File: src/rtl/rsa_word_bridge.sv
// Word-stream bridge between a host and an RSA core.
// The host writes msg, key and modulus as one frame of 3*NWORD words, least significant word
// first. The bridge presents the assembled operands to the core and waits for the result. It
// then streams the result back to the host as NWORD words, with m_last on the final word.
//
// Ports:
//   clk, rst                       clock; asynchronous active-low reset
//   s_valid/s_ready/s_data         host write stream (operand words)
//   core_valid/core_ready          operand handshake toward the RSA core
//   core_msg/core_key/core_modulus assembled operands, held stable while core_valid
//   res_valid/res_ready/res_crypto result handshake from the RSA core
//   m_valid/m_ready/m_data/m_last  host read stream (result words)
module rsa_word_bridge #(
    parameter int unsigned KEY_W  = 256,
    parameter int unsigned WORD_W = 32
) (
    input  logic              clk,
    input  logic              rst,
    input  logic              s_valid,
    output logic              s_ready,
    input  logic [WORD_W-1:0] s_data,
    output logic              core_valid,
    input  logic              core_ready,
    output logic [KEY_W-1:0]  core_msg,
    output logic [KEY_W-1:0]  core_key,
    output logic [KEY_W-1:0]  core_modulus,
    input  logic              res_valid,
    output logic              res_ready,
    input  logic [KEY_W-1:0]  res_crypto,
    output logic              m_valid,
    input  logic              m_ready,
    output logic [WORD_W-1:0] m_data,
    output logic              m_last
);

    localparam int unsigned NWORD = KEY_W / WORD_W;
    localparam int unsigned CNT_W = $clog2(3 * NWORD);
    localparam int unsigned SEL_W = (NWORD > 1) ? $clog2(NWORD) : 1;

    localparam logic [CNT_W-1:0] LoadLast = CNT_W'(3 * NWORD - 1);
    localparam logic [CNT_W-1:0] SendLast = CNT_W'(NWORD - 1);
    localparam logic [CNT_W-1:0] NwordCnt = CNT_W'(NWORD);

    typedef enum logic [1:0] {
        StLoad,
        StIssue,
        StWait,
        StSend
    } state_e;

    state_e                       state_q, state_d;
    logic [CNT_W-1:0]             cnt_q, cnt_d;
    logic [NWORD-1:0][WORD_W-1:0] msg_q, key_q, mod_q, result_q;

    logic             load_fire;
    logic             res_fire;
    logic [1:0]       field_sel;
    logic [SEL_W-1:0] word_sel;

    // Status outputs decode the registered state only.
    assign s_ready    = (state_q == StLoad);
    assign core_valid = (state_q == StIssue);
    assign res_ready  = (state_q == StWait);
    assign m_valid    = (state_q == StSend);

    assign load_fire = s_valid && s_ready;
    assign res_fire  = res_valid && res_ready;

    // While loading, cnt walks msg, key and modulus in turn; while sending it indexes the result.
    assign field_sel = 2'(cnt_q / NwordCnt);
    assign word_sel  = SEL_W'(cnt_q % NwordCnt);

    assign core_msg     = msg_q;
    assign core_key     = key_q;
    assign core_modulus = mod_q;

    assign m_data = result_q[word_sel];
    assign m_last = (state_q == StSend) && (cnt_q == SendLast);

    always_comb begin
        state_d = state_q;
        cnt_d   = cnt_q;
        unique case (state_q)
            StLoad: begin
                if (s_valid) begin
                    if (cnt_q == LoadLast) begin
                        cnt_d   = '0;
                        state_d = StIssue;
                    end else begin
                        cnt_d = cnt_q + CNT_W'(1);
                    end
                end
            end
            StIssue: begin
                if (core_ready) begin
                    state_d = StWait;
                end
            end
            StWait: begin
                if (res_valid) begin
                    cnt_d   = '0;
                    state_d = StSend;
                end
            end
            StSend: begin
                if (m_ready) begin
                    if (cnt_q == SendLast) begin
                        cnt_d   = '0;
                        state_d = StLoad;
                    end else begin
                        cnt_d = cnt_q + CNT_W'(1);
                    end
                end
            end
            default: begin
                state_d = StLoad;
                cnt_d   = '0;
            end
        endcase
    end

    always_ff @(posedge clk or negedge rst) begin
        if (!rst) begin
            state_q <= StLoad;
            cnt_q   <= '0;
        end else begin
            state_q <= state_d;
            cnt_q   <= cnt_d;
        end
    end

    // Operand and result registers keep their contents until overwritten by a new transfer.
    always_ff @(posedge clk or negedge rst) begin
        if (!rst) begin
            msg_q    <= '0;
            key_q    <= '0;
            mod_q    <= '0;
            result_q <= '0;
        end else begin
            if (load_fire) begin
                case (field_sel)
                    2'd0:    msg_q[word_sel] <= s_data;
                    2'd1:    key_q[word_sel] <= s_data;
                    2'd2:    mod_q[word_sel] <= s_data;
                    default: ;
                endcase
            end
            if (res_fire) begin
                result_q <= res_crypto;
            end
        end
    end

endmodule

File: config.mk
export PLATFORM = sky130hd
export DESIGN_NAME = rsa_word_bridge
export DESIGN_NICKNAME = d
export VERILOG_FILES = /design/src/rtl/rsa_word_bridge.sv
export SDC_FILE = /design/constraint.sdc
export NUM_CORES = 1
export LEC_CHECK = 0
export CORE_AREA = 2 2 426 428
export CTS_CLUSTER_DIAMETER = 80
export CTS_CLUSTER_SIZE = 40
export DETAILED_ROUTE_END_ITERATION = 12
export DIE_AREA = 0 0 428 430
export PLACE_DENSITY_LB_ADDON = 0.2
export SLEW_MARGIN = 20
export SYNTH_ARGS = -nofsm -noshare
export SYNTH_HDL_FRONTEND = slang
export SYNTH_SLANG_ARGS = --single-unit
File: constraint.sdc
create_clock -name clk -period 7 [get_ports clk]
set_clock_uncertainty 0.15 [all_clocks]
set_input_delay 0.7 -clock clk [delete_from_list [all_inputs] [get_ports clk]]
set_output_delay 0.7 -clock clk [all_outputs]
set_load 0.1 [all_outputs]
== Yosys cells after proc, flatten, opt, wreduce, memory -nomap -nowiden ==
Cells that the tools add are included.
Widths: inputs -> output; s select.

* Bits in registers: 1,031
* Input port bits: 294
* Logic and storage cells: 82

* Eq/ne operators: 13
* $lt $le $gt $ge: 2
* Reductions and logical operators: 12
* Add/subtract/negate cells: 1
* Muxes and demuxes: 20

{| class="wikitable"
|+ Operators by type and width
! kind !! number
|-
| $bwmux 256 || 3
|-
| $bmux 32 s3 || 1
|-
| $demux 32 s3 || 1
|-
| $mux 32 || 2
|-
| $mux 5 || 5
|-
| $pmux 5 s3 || 1
|-
| $mux 2 || 6
|-
| $ne 2x1->1 const B || 4
|-
| $pmux 2 s4 || 1
|-
| $eq 2x2->1 const B || 3
|-
| $reduce_and 2->1 || 3
|-
| $reduce_and 6->1 || 1
|-
| $add 5x1->5 const B || 1
|-
| $eq 5x3->1 const B || 1
|-
| $eq 5x5->1 const B || 1
|-
| $eq 2x1->1 const B || 2
|-
| $logic_and 1x1->1 || 4
|-
| $logic_not 2->1 || 2
|-
| $lt 3x4->1 const B || 1
|-
| $ne 2x2->1 const B || 2
|-
| $reduce_and 4->1 || 1
|-
| $ge 3x1->1 const B || 1
|-
| $reduce_bool 3->1 || 1
|}

== Logic depth before layout (Yosys ltp) ==
* Depth in word-level cells: 5
* Depth in mapped cells: 7
* Gate-level depth less buffers: 6

== Least setup slack after synthesis ==
OpenSTA, ideal clock, no wires.

* Kind: register to output
* Start: reg state_q[1]
* End: out m_last
* Path buffers: 0
* Data required time: 6.150 ns
* Setup slack: 1.708 ns
* Data arrival time: 4.442 ns
* Cell stages (with the launch flop): 3
* Cells stage by stage: dfrtp_1 ha_1 nor4b_1

* Word-level cells in the longest chain between the ends: 2

{| class="wikitable"
|+ RTL lines
! element !! RTL line !! source
|-
| from (decl) || 51 || <nowiki>state_e state_q, state_d;</nowiki>
|-
| from (signal assigned) || 124 || <nowiki>state_q <= StLoad;</nowiki>
|-
| from (signal assigned) || 127 || <nowiki>state_q <= state_d;</nowiki>
|-
| $eq 2x2->1 || - ||
|-
| via m_valid || 30 || <nowiki>output logic m_valid,</nowiki>
|-
| $logic_and 1x1->1 || 78 || <nowiki>assign m_last = (state_q == StSend) && (cnt_q == SendLast);</nowiki>
|-
| to (decl) || 33 || <nowiki>output logic m_last</nowiki>
|}

The timed path passes the listed nets, and every way through them passes these cells.

== Worst setup path after layout ==
* Start: reg cnt_q[0]
* End: out m_data[24]

* Word-level cells in the longest chain between the ends: 2

{| class="wikitable"
|+ RTL lines
! element !! RTL line !! source
|-
| from (decl) || 52 || <nowiki>logic [CNT_W-1:0] cnt_q, cnt_d;</nowiki>
|-
| from (signal assigned) || 128 || <nowiki>cnt_q <= cnt_d;</nowiki>
|-
| $bmux 32 s3 || 77 || <nowiki>assign m_data = result_q[word_sel];</nowiki>
|-
| $mux 32 (implied by the code) || 77 ||
|-
| to (decl) || 32 || <nowiki>output logic [WORD_W-1:0] m_data,</nowiki>
|}

Every way passes these cells. The select of a mux whose other input is x is not followed.

==> impl_metrics.env <==
export IMPL_post_drt_via_cell_ratio=4.33
export IMPL_fin_cells=6024
export IMPL_cell_types_occupying_the_most_area_after_synthesis="sky130_fd_sc_hd__dfrtp_1 64%, sky130_fd_sc_hd__mux2_2 28%, sky130_fd_sc_hd__mux4_2 1.3%, sky130_fd_sc_hd__mux2_1 1.1%, sky130_fd_sc_hd__clkbuf_1 0.95%"
export IMPL_critPathMaxStageDelay_ns=1.26
export IMPL_unique_masters_post_synth=43
export IMPL_synthDominantCellAreaShare_pct=63.7
export IMPL_worstSetupPathType="reg2out"
export IMPL_tightestPinTransition_ns=1.27
export IMPL_floorplan_initialDensity_pct=22.5
export IMPL_antenna_violations_before_repair=50
export IMPL_path_clk_slew_ns=0.07
export IMPL_clock_latency_ns=0.69
export IMPL_numClockSinks=1031
export IMPL_wire_length_of_the_first_global_routing_pass_mm=227
export IMPL_grt_use_total_pct=17.6
export IMPL_power_per_cell_area_nw_per_um2=511
export IMPL_timing_critical_path_from_type="flop"
export IMPL_numPlacedInstances=5855
export IMPL_synth_cell_area_um2=40500
export IMPL_num_io_pins=1099
export IMPL_cts_root_buf="sky130_fd_sc_hd__clkbuf_16"
export IMPL_layout_filler_cells=18100
export IMPL_report_final_setup_viol=0
export IMPL_cts_buffer_depth=3
export IMPL_grt_start_max_net_pins=181
export IMPL_slew_limit_headroom_pct=15.3
export IMPL_syn_area_per_cell_um2=16.0
export IMPL_routed_wl_mm=165
export IMPL_tritoncts="built"
export IMPL_post_route_cells_drive_above_1_share_pct=35.6
export IMPL_post_cts_resized_instances=0
export IMPL_ys_dominant_reg_cell="sky130_fd_sc_hd__dfrtp_1"
export IMPL_end_kind="output port"
export IMPL_post_synth_inst_count=2531
export IMPL_worstPathArrival_ns=4.99
export IMPL_synthToLayoutAreaGrowth_pct=40.9
export IMPL_tritoncts_num_buffers=83
export IMPL_fp_dieArea_um2=184000
export IMPL_run_status="finished, final reports clean"
export IMPL_synth_yosys_warnings=0
export IMPL_port_buffer_count=1098
export IMPL_critPathSlowestCell="sky130_fd_sc_hd__clkdlybuf4s50_1"
export IMPL_hpwl_mm=115
export IMPL_grt_ovfl_total=0
export IMPL_synth_yosys_seq_area_share_pct=63.7
export IMPL_flops_latches_synth=1031
export IMPL_ir_worst_vdd_mv=0.379
export IMPL_antenna_violating_nets_post_route=0
export IMPL_detailroute_via_count=26100
export IMPL_yosysTopAreaCell="sky130_fd_sc_hd__dfrtp_1"
export IMPL_die_h_um=430
export IMPL_drv_slew=0
export IMPL_wl_per_cell_um=27.5
export IMPL_finalHoldViolCount=0
export IMPL_htreeDepth=3
export IMPL_min_path_type="reg2reg"
export IMPL_leakage_nw=25.3
export IMPL_fin_crit_sh_pct=83.5
export IMPL_critPathMaxFanout=43
export IMPL_rsz0062_at_grt="no"
export IMPL_edff_count_synth=0
export IMPL_first_global_vias=27000
export IMPL_fin_tns_setup_ns=0
export IMPL_synthesized_net_count=2830
export IMPL_gp_routability_congestion=0.789
export IMPL_fin_crit_ns=5.84
export IMPL_async_flop_share_pct=100
export IMPL_timing_critical_path_required_ns=6.15
export IMPL_core_area_um2=180000
export IMPL_p_total_mw=29.2
export IMPL_drt_pre_antenna_iters=5
export IMPL_clock_fmax_ghz=0.171
export IMPL_crit_chain="inv_1 -> nor2_1 -> a221oi_1 -> o21ai_0 -> clkdlybuf4s50_1"
export IMPL_maxCapViolations=0
export IMPL_drt_iter0_markers=1551
export IMPL_finish_net_count=3870
export IMPL_row_count=156
export IMPL_drc=0
export IMPL_die_x_um=428
## cells in the final DEF (no fill, tap or decap), drive strengths merged, types with 17 or more instances in the layout
master	synthesis	final
mux4	23	23
inv	6	38
diode	0	17
nor2	32	32
dfrtp	1031	1031
clkbuf	103	95
a221oi	40	40
nand2	48	48
buf	92	73
clkdlybuf4s50	0	1076
mux2	1052	1052
## path summary, 6_finish.rpt
path,to,depth (start not counted),slack [ns],startpoint
max in group asynchronous,core_key[15],4,4.48,rst
setup / recovery,m_data[24],5,1.16,cnt_q[0]
hold reg to reg,core_key[121],1,0.34,core_key[121]
hold / removal,core_key[121],1,0.34,core_key[121]
min in group asynchronous,core_key[166],2,0.42,rst
setup reg to reg,core_modulus[127],5,2.65,cnt_q[0]
## synthesized netlist by cell type (6+ instances only)
cell type,instances
sky130_fd_sc_hd__buf_4,22
sky130_fd_sc_hd__buf_2,68
sky130_fd_sc_hd__o221ai_1,6
sky130_fd_sc_hd__mux2i_1,7
sky130_fd_sc_hd__nor2_2,11
sky130_fd_sc_hd__nand3_1,11
sky130_fd_sc_hd__o22ai_1,10
sky130_fd_sc_hd__a22oi_1,16
sky130_fd_sc_hd__nand2b_1,6
sky130_fd_sc_hd__dfrtp_1,1031
sky130_fd_sc_hd__mux2_2,1014
sky130_fd_sc_hd__o21ai_0,11
sky130_fd_sc_hd__a221oi_1,40
sky130_fd_sc_hd__mux2_1,38
sky130_fd_sc_hd__nor2_1,21
sky130_fd_sc_hd__mux4_2,23
sky130_fd_sc_hd__nand2_1,47
sky130_fd_sc_hd__clkbuf_1,103
## cell type report
cell class	count	area, µm²	area share (%)
diodes	17	42.5	0.0745
well taps	2370	2970	5.19
clock buffers	95	2190	3.84
flip-flops and latches	1031	25800	45.2
multi-input cells	1299	14000	24.5
clock inverters	56	737	1.29
inverters	6	22.5	0.0394
repair buffers	1150	11300	19.9
## per-stage QoR
step	hold slack (ns)	setup slack (ns)	util [%]	instance area (µm²)
6_report	0.336	1.16	31.8	57100
3_5_place_dp	0.325	1.82	30.1	54100
4_1_cts	0.325	0.984	31.7	57000
2_1_floorplan	0.254	1.71	-	40500
3_3_place_gp	0.319	1.92	30.1	54100
5_1_grt	0.345	0.904	31.7	57100
## metal layers
| metal | GRT usage [%] | share of wire (%) | vias up |
|---|---|---|---|
| met3 | 4.69 | 6.2 | 198 |
| met1 | 20.9 | 40 | 13900 |
| li1 | - | - | 11200 |
| met5 | 0 | 0.094 | - |
| met4 | 6.33 | 3.1 | 24 |
| met2 | 30.4 | 50 | 810 |
## registers in the layout, indices dropped and copies added (netlist names)
register      count
core_modulus    256
state_q           2
core_msg        256
core_key        256
result_q        256
cnt_q             5
## power by group
group / internal, mW / switching [mW] / total [mW]
logic: 4.03 / 11.2 / 15.2
clock network: 2.54 / 2.71 / 5.25
registers: 7.66 / 1.01 / 8.66
## critical path: cells and delay by family, from the launching register on
kind,cells,cell delay [ns]
flops,1,0.91
compound gates,2,0.76
simple gates,1,0.83
buf+inv,2,1.79
## cell families after synthesis
kind of cell,after synthesis,synth area share [%]
muxes,1082,30.7
DFF,1031,63.7
buffers and inverters,201,2.28
and+or+nand+nor,114,1.35
AOI/OAI and AO/OA,97,1.85
adders and majority gates,5,0.154
xor gates and xnor gates,1,0.0216
## what timing repair did
| action | 4_1_cts | 5_1_grt |
|---|---|---|
| hold endpoints to repair | 71 | 0 |
| hold buffers | 1 | 0 |
| buffers inserted | 0 | 0 |
Power figures use the tool's default switching activity.
